File: config.mk
export PLATFORM = sky130hd
export DESIGN_NAME = result_fifo
export DESIGN_NICKNAME = d
export VERILOG_FILES = /design/src/rtl/result_fifo.sv
export SDC_FILE = /design/constraint.sdc
export NUM_CORES = 1
export LEC_CHECK = 0
export ABC_AREA = 1
export ABC_CLOCK_PERIOD_IN_PS = 3200
export BUFFER_PORTS_ARGS = -buffer_cell sky130_fd_sc_hd__buf_2
export CORE_MARGIN = 2
export CORE_UTILIZATION = 40
export DETAILED_ROUTE_END_ITERATION = 10
export GPL_TIMING_DRIVEN = 0
export PLACE_DENSITY_LB_ADDON = 0.15
export SYNTH_ARGS = -nofsm -noshare
export SYNTH_HDL_FRONTEND = slang
export SYNTH_SLANG_ARGS = --single-unit
File: constraint.sdc
create_clock -name clk -period 3.2 [get_ports clk]
set_input_delay 0.64 -clock clk [delete_from_list [all_inputs] [get_ports clk]]
set_output_delay 0.64 -clock clk [all_outputs]
set_load 0.05 [all_outputs]
File: src/rtl/result_fifo.sv
// Result capture FIFO: snoops the CPU Z-register load control and queues the
// Z value one cycle after each rising edge of the capture code.
module result_fifo #(
  parameter int WIDTH = 5,
  parameter int DEPTH = 4,
  parameter logic [4:0] CAP_CODE = 5'd1
) (
  input  logic                       clk,
  input  logic                       rst,
  input  logic [4:0]                 tz_ctl,
  input  logic [WIDTH-1:0]           z_data,
  input  logic                       out_ready,
  input  logic                       clr_ovf,
  output logic                       out_valid,
  output logic [WIDTH-1:0]           out_data,
  output logic [$clog2(DEPTH):0]     count,
  output logic                       full,
  output logic                       empty,
  output logic                       overflow
);

  localparam int AW = $clog2(DEPTH);
  localparam int CW = AW + 1;

  logic [WIDTH-1:0] mem [DEPTH];
  logic [AW-1:0]    wr_ptr_reg, rd_ptr_reg;
  logic [CW-1:0]    count_reg;
  logic             match_q, pending_reg, overflow_reg;

  logic match, cap_event, pop, write_ok, drop;

  assign match     = (tz_ctl == CAP_CODE);
  assign cap_event = match && !match_q;

  assign empty     = (count_reg == '0);
  assign full      = (count_reg == CW'(DEPTH));
  assign out_valid = !empty;
  assign out_data  = empty ? '0 : mem[rd_ptr_reg];
  assign count     = count_reg;
  assign overflow  = overflow_reg;

  // A pop at the same edge frees the slot, so a write into a full FIFO is
  // only dropped when nothing leaves.
  assign pop      = out_valid && out_ready;
  assign write_ok = pending_reg && (!full || pop);
  assign drop     = pending_reg && full && !pop;

  always_ff @(posedge clk or posedge rst) begin
    if (rst) begin
      match_q      <= 1'b0;
      pending_reg  <= 1'b0;
      wr_ptr_reg   <= '0;
      rd_ptr_reg   <= '0;
      count_reg    <= '0;
      overflow_reg <= 1'b0;
    end else begin
      match_q     <= match;
      pending_reg <= cap_event;
      if (write_ok) wr_ptr_reg <= wr_ptr_reg + 1'b1;
      if (pop)      rd_ptr_reg <= rd_ptr_reg + 1'b1;
      case ({write_ok, pop})
        2'b10:   count_reg <= count_reg + 1'b1;
        2'b01:   count_reg <= count_reg - 1'b1;
        default: count_reg <= count_reg;
      endcase
      // A drop wins over a coincident clear.
      if (drop)         overflow_reg <= 1'b1;
      else if (clr_ovf) overflow_reg <= 1'b0;
    end
  end

  always_ff @(posedge clk) begin
    if (write_ok) mem[wr_ptr_reg] <= z_data;
  end

endmodule

# Word-level counts from Yosys, hierarchy flattened
# Memory sizes are Yosys's and may differ from the RTL's.
# Cells that the tools add are included.
[word_totals]
ff_bits = 10
input_bits = 14
n_memories = 1
elab_cells = 34
mem_bits_rw = 20
out_inout_bits = 12
[classes]
n_mux = 6
n_eq_ne = 4
n_reduce_logical = 13
addsub = 4
[memory_table]
columns = ["memory", "words", "width", "rd", "rd_ports_with_merged_regs", "wr", "line", "rtl"]
rows = [
  ["mem", 4, 5, 1, 0, 1, "25", "logic [WIDTH-1:0] mem [DEPTH];"],
]
[op_table]
columns = ["operator", "n"]
rows = [
  ["3-bit one-hot mux with 2 select lines", 1],
  ["5-bit by 1-bit == test with 1-bit output, second input constant", 1],
  ["1-bit logical AND", 5],
  ["5-bit two-way mux", 1],
  ["2-bit by 1-bit adder with 2-bit output, second input constant", 2],
  ["1-bit logical NOT", 4],
  ["1-bit two-way mux", 4],
  ["2-bit nonzero test", 2],
  ["3-bit by 1-bit adder with 3-bit output, second input constant", 1],
  ["3-bit == test, second input constant", 1],
  ["3-bit logical NOT", 1],
  ["3-bit by 1-bit subtractor with 3-bit output, second input constant", 1],
  ["2-bit by 1-bit == test with 1-bit output, second input constant", 1],
  ["2-bit == test, second input constant", 1],
  ["1-bit logical OR", 1],
]

# Depth between registers and ports, before layout
# Gate-level depths: netlist (run 1).
[logic_depth]
depth_word = 7
mapped_depth = 9
ltp_nobuf = 9

# Least setup slack after synthesis (run 1)
# Ideal clock, no wire load.
[synth_path]
path_type = "register to output"
start = "reg count_reg[2] (netlist: count[2])"
end = "out out_data[0]"
path_stages_with_launch = 5
path_slack_ns = 0.380
arrival_time_ns = 2.180
required_ns = 2.560
path_buffers = 0
path_cell_list = "dfrtp_1 -> inv_1 -> nand2_4 -> inv_1 -> a21oi_1"
[synth_via]
elab_chain_len = 2
[synth_lines]
columns = ["item", "line", "rtl"]
rows = [
  ["start: declaration", "27", "logic [CW-1:0] count_reg;"],
  ["start signal: assignment", "62", "2'b10: count_reg <= count_reg + 1'b1;"],
  ["start signal: assignment", "63", "2'b01: count_reg <= count_reg - 1'b1;"],
  ["start signal: assignment", "64", "default: count_reg <= count_reg;"],
  ["3-bit logical NOT", "35", "assign empty = (count_reg == '0);"],
  ["net empty", "18", "output logic empty,"],
  ["5-bit two-way mux", "38", "assign out_data = empty ? '0 : mem[rd_ptr_reg];"],
  ["end: declaration", "15", "output logic [WIDTH-1:0] out_data,"],
]
# The timed path passes the listed nets, and every way through them passes these cells.

# Worst setup path after layout (run 1)
[layout_path]
start = "reg rd_ptr_reg[0]"
end = "out out_data[2]"
[layout_via]
elab_chain_len = 2
[layout_lines]
columns = ["item", "line", "rtl"]
rows = [
  ["start: declaration", "26", "logic [AW-1:0] wr_ptr_reg, rd_ptr_reg;"],
  ["start signal: assignment", "60", "if (pop) rd_ptr_reg <= rd_ptr_reg + 1'b1;"],
  ["memory read 4 x 5 bit", "-", ""],
  ["5-bit two-way mux", "38", ""],
]
# No other way between the ends.

==> out/metrics.csv, run 1 <==
stage,metric,value,unit
outcome,status,completed,
finish,fin util,48.98,%
clock_tree,CTS tree,done,
clock_tree,"Setup Fix Bufs, Post-CTS",0,
drt,Routed WL per cell,11.88,um
placement,IO Port Bufs,25,
floorplan,IO Pins,26,
finish,max FFs per register,20,
clock_tree,clock root buffer,clkbuf_4,
synthesis,#FFs+latches synth,30,
power,P_leak,0.7249,nW
power,combinational share of power,51.3,%
global_route,antenna violations before repair,0,
synthesis,top cell type's share of synthesized area,44.04,%
drt,drt pass-1 iters,4,
placement,HPWL after DPL,1779,um
drt,ANT nets after route,0,
drt,Post-Route WL,2448,um
global_route,largest net degree at the start of global routing,11,
sta,Slew @ Worst Pin,545.0,ps
floorplan,Std-Cell Rows,21,
clock_tree,clock sinks,30,
power,Psw,0.7878,mW
worst_setup_path,Worst setup EP type,output port,
global_route,vias in the first global route,927,
power,Clk pwr share,17.7,%
power,internal power,0.8414,mW
sta,final period utilization,75.51,%
synthesis,sequential-to-total area share from yosys stat,62.39,%
placement,gp weighted congestion,0.7176,
worst_setup_path,Worst Path Required,2560,ps
global_route,first-pass GRT wire length,4160,um
min_path,Hold Path Class,input port to async pin,
synthesis,Synth Instances,127,
clock_tree,CTS H-Tree Depth,2,
worst_setup_path,CP max FO,10,
synthesis,mapped cell area,1364,sq um
global_route,Tot GR Track Use,14.45,%
clock_tree,"Clk pin slew, worst setup/hold paths",90,ps
drt,total number of vias,935,
synthesis,Area contributors post-synth,"edfxtp_1 44%, dfrtp_1 18%, nor2_1 7.2%",
placement,DP Area,1546,sq um
finish,# fillers,314,
drt,Post-route DRC,0,
drt,DR iter-0 viols,27,
synthesis,Post-Syn Nets,146,
finish,Nets,178,
clock_tree,cts bufs inserted,5,
drt,Avg Vias per Cell,4.539,
floorplan,Initial Util,41.19,%
global_route,grt total ovfl,0,
clock_tree,CTS resizes,0,
worst_setup_path,Critical Path AT,1780,ps
clock_tree,CTS Buffer Depth,2,
power,Design Power,1.629,mW
floorplan,core region area,3311,sq um
power,Pwr Density,1005,nW/um^2
sta,min Tclk post-route,2416,ps
sta,Final setup viols,0,
synthesis,"Avg Cell Area, Syn",10.74,sq um
floorplan,die area,3893,sq um
finish,Synth-to-Final Area Change,18.90,%
synthesis,biggest area consumer among synthesized cells,edfxtp_1,
worst_setup_path,Crit Path Class,flop to output port,
synthesis,Synth warnings,0,
job,Max-Cap Viols,0,
power,Sequential Power Share,31.0,%
floorplan,Die W,62.39,um
worst_setup_path,Critical Path Start Type,flop,
power,maximum vdd drop,0.0003452,V
sta,final setup skew,13.47,ps
sta,unrepaired setup endpoints after global routing,false,
finish,Ant. Diodes,0,
sta,setup TNS,0,ps
sta,Max Freq,0.4139,GHz
synthesis,Synth cell types,24,
clock_tree,clk_lat worst skew,330,ps
sta,Fin. Hold Viols,0,
floorplan,DIE HEIGHT,62.39,um
finish,Final Instance Area,1622,sq um
sta,Max-Slew Margin vs Limit,63.53,%
power,sw frac,48.35,%
finish,layout cell share with drive strength beyond 1,26.25,%
clock_tree,hold_buf cts,0,
sta,count of pins over their slew limit,0,
[final timing paths]
| kind | start | end | slack, ps | cells after the start |
|---|---|---|---|---|
| worst min-delay path | rst | rd_ptr_reg[1] | 280 | 2 |
| worst min register to register | match_q | pending_reg | 410 | 1 |
| worst max-delay path | rd_ptr_reg[0] | out_data[2] | 780 | 5 |
| min in group clk | match_q | pending_reg | 410 | 1 |
| worst max register to register | count[0] | mem[1][3] | 1700 | 4 |
| max in group asynchronous | rst | rd_ptr_reg[0] | 2640 | 2 |
[final cells by class]
cell class              count  area (sq um)  area share (%)
well taps                  46         57.56           3.549
clock buffers               6         41.29           2.546
multi-input cells          76         431.7           26.62
clock inverters             2         33.78           2.083
inverters                  18         67.56           4.167
plain buffers               3         13.76          0.8488
flip-flops and latches     30         850.8           52.47
repair buffers             25         125.1           7.716
[critical path, cell delays in order, from the launching register on]
cell	delay, ps
dfrtp_1	400
inv_1	90
clkbuf_1	340
o21ai_0	180
a21oi_1	160
buf_2	280
[synthesized netlist by cell type, drive strengths merged]
library cell	n
fa	1
buf	2
a21oi	7
nor3	1
xor2	2
or2	1
nand2	13
o21ai	13
nand3b	1
ha	4
nor4	1
nand3	4
nor2	28
edfxtp	20
dfrtp	10
clkbuf	1
inv	18
[cells in the final DEF (no fill, tap or decap), drive strengths merged]
cell     n
nor3     1
xor2     2
nand3    4
nand3b   1
dfrtp   10
or2      1
nor2    28
ha       4
nor4     1
buf     27
o21ai   13
clkinv   1
inv     18
nand2   13
edfxtp  20
a21oi    7
fa       1
clkbuf   7
bufinv   1
[per-layer routing]
metal	vias up	wire length (um)	global-route usage (%)
met5	-	0	0
met4	0	51	5.833
met3	7	86	5.946
met2	13	1177	22.69
met1	435	1132	17.78
li1	480	-	-
[cell families after synthesis]
family                   count (synthesis)  share of synthesized area [%]
AND/OR/NAND/NOR                         49                          17.06
flip-flops                              30                          62.39
buffers and inverters                   21                          5.963
AO/OA/AOI/OAI                           20                          8.165
adder cells (fa/ha/maj)                  5                          5.138
XOR/XNOR                                 2                          1.285
[per-stage QoR]
step	hold WS (ps)	setup slack, ps	std cells
floorplan	384.3	379.9	127
global route	295.6	626.1	206
detailed placement	393.9	1098	198
global placement	394.0	1144	198
finish	278.0	783.8	206
CTS	279.4	734.9	206
[power by group through the flow]
stage          combinational (mW)  clock (mW)  sequential [mW]
2_1_floorplan               0.600           0            0.577
3_3_place_gp                0.828           0            0.512
3_5_place_dp                0.845           0            0.516
4_1_cts                     0.846       0.299            0.507
5_1_grt                     0.917       0.319            0.514
6_report                    0.835       0.288            0.506
Note: power is estimated with default switching activity, not from simulation.
==> run 2: changes to the inputs <==
Settings changed: ABC_CLOCK_PERIOD_IN_PS 3200 to 2400.
Clock period 3.2 ns to 2.4 ns, I/O delays scaled along.
==> out/metrics.csv, run 2 (synthesized netlist as in run 1, its figures left out) <==
stage,metric,value,unit
outcome,status,completed,
power,maximum vdd drop,0.0004603,V
power,Pwr Density,1340,nW/um^2
worst_setup_path,Worst Path Required,1920,ps
power,internal power,1.119,mW
clock_tree,CTS H-Tree Depth,2,
worst_setup_path,CP max stage cell,dfrtp_1,
finish,# fillers,316,
floorplan,DIE HEIGHT,62.39,um
worst_setup_path,crit-path cells,buf_2 -> inv_1 -> nor2_1 -> o21ai_0 -> a21oi_1 -> buf_2,
drt,drt pass-1 iters,4,
drt,Post-Route WL,2454,um
finish,max FFs per register,20,
worst_setup_path,cell mode on critical path,buf_2,
power,Psw,1.049,mW
global_route,antenna violations before repair,0,
global_route,vias in the first global route,927,
worst_setup_path,Critical Path Start Type,flop,
floorplan,Initial Util,41.19,%
job,Max-Cap Viols,0,
drt,ANT nets after route,0,
global_route,grt total ovfl,0,
sta,Final setup viols,0,
placement,DP Area,1546,sq um
placement,IO Port Bufs,25,
finish,Ant. Diodes,0,
power,Sequential Power Share,31.1,%
sta,final period utilization,87.62,%
clock_tree,CTS tree,done,
min_path,Hold Path Class,input port to async pin,
sta,unrepaired setup endpoints after global routing,false,
worst_setup_path,Crit Path Class,flop to output port,
sta,Max Freq,0.4756,GHz
floorplan,core region area,3311,sq um
finish,"leading cell type in the layout, fill and taps excluded",buf_2,
clock_tree,clock root buffer,clkbuf_4,
sta,Fin. Hold Viols,0,
placement,Placed Cells,198,
clock_tree,"Setup Fix Bufs, Post-CTS",0,
global_route,Tot GR Track Use,14.45,%
drt,Post-route DRC,0,
worst_setup_path,CP max stage delay,320,ps
sta,final setup skew,13.39,ps
finish,"commonest cells after routing, fill and taps aside","27 x buf_2, 26 x nor2_1, 20 x edfxtp_1, 18 x inv_1, 10 x dfrtp_1",
clock_tree,"Clk pin slew, worst setup/hold paths",90,ps
drt,Avg Vias per Cell,4.537,
power,Design Power,2.168,mW
drt,DR iter-0 viols,30,
finish,Nets,177,
floorplan,Std-Cell Rows,21,
clock_tree,clock sinks,30,
placement,gp weighted congestion,0.7176,
clock_tree,CTS resizes,0,
global_route,largest net degree at the start of global routing,11,
floorplan,Die W,62.39,um
worst_setup_path,Top delay family on crit path,buffers and inverters,
worst_setup_path,worst path bufs/invs,3,
power,Clk pwr share,17.7,%
placement,HPWL after DPL,1779,um
sta,min Tclk post-route,2103,ps
drt,total number of vias,930,
sta,count of pins over their slew limit,0,
clock_tree,cts bufs inserted,5,
clock_tree,CTS Buffer Depth,2,
floorplan,IO Pins,26,
power,P_leak,0.7237,nW
sta,Hold Slack,118.2,ps
worst_setup_path,Critical Path AT,1620,ps
finish,Post-Layout Cell Count,205,
sta,Max-Slew Margin vs Limit,63.38,%
worst_setup_path,Worst setup EP type,output port,
finish,layout cell share with drive strength beyond 1,26.42,%
power,combinational share of power,51.2,%
finish,Final Instance Area,1618,sq um
sta,Slew @ Worst Pin,547.3,ps
power,sw frac,48.40,%
worst_setup_path,CP max FO,7,
finish,Synth-to-Final Area Change,18.62,%
floorplan,die area,3893,sq um
global_route,first-pass GRT wire length,4160,um
drt,Routed WL per cell,11.97,um
clock_tree,clk_lat worst skew,330,ps
==> run 2: cell count changes in the layout (fill, tap and decap cells not counted), sizes merged <==
cell,before,now
clkbuf,7,6
==> run 2: power by group through the flow <==
stage / registers, mW / clock network [mW] / logic, mW
4_1_cts: 0.676 / 0.398 / 1.13
5_1_grt: 0.685 / 0.426 / 1.22
6_report: 0.675 / 0.384 / 1.11
2_1_floorplan: 0.769 / 0 / 0.800
3_3_place_gp: 0.683 / 0 / 1.10
3_5_place_dp: 0.689 / 0 / 1.13
==> run 2: timing repair <==
item                       CTS  global route
hold endpoints to repair     0             0
setup endpoints to repair    0             3
hold buffers                 0             0
==> run 2: final timing paths <==
path                       cells past startpoint  slack, ps     startpoint             to
hold / removal                                 2        120            rst  rd_ptr_reg[1]
setup reg to reg                               4        900       count[0]      mem[1][3]
max in group asynchronous                      2       2000            rst  rd_ptr_reg[0]
min in group clk                               2        330      tz_ctl[4]    pending_reg
setup / recovery                               6        300  rd_ptr_reg[1]    out_data[2]
hold reg to reg                                1        410        match_q    pending_reg
==> run 2: metrics by stage <==
stage / setup WS [ps] / TNS, ps / utilization [%]
2_1_floorplan: -260.1 / -1301 / -
3_3_place_gp: 503.7 / 0 / 46.71
3_5_place_dp: 458.2 / 0 / 46.71
4_1_cts: 94.85 / 0 / 48.98
5_1_grt: 122.0 / 0 / 48.87
6_report: 297.2 / 0 / 48.87
==> run 2: area by class of cell <==
type	instances	area (sq um)	area share, %
Buffer	2	10.01	0.6187
Clock buffer	6	41.29	2.552
Clock inverter	2	33.78	2.088
Inverter	18	67.56	4.176
Multi-Input combinational cell	76	431.7	26.68
Sequential cell	30	850.8	52.59
Tap cell	46	57.56	3.558
Timing Repair Buffer	25	125.1	7.734
==> run 2: metal layers <==
metal / share of wire (%) / GRT usage [%] / up-vias
li1: - / - / 478
met1: 46 / 17.78 / 432
met2: 49 / 22.69 / 13
met3: 3.5 / 5.946 / 7
met4: 2.1 / 5.833 / 0
met5: 0 / 0 / -
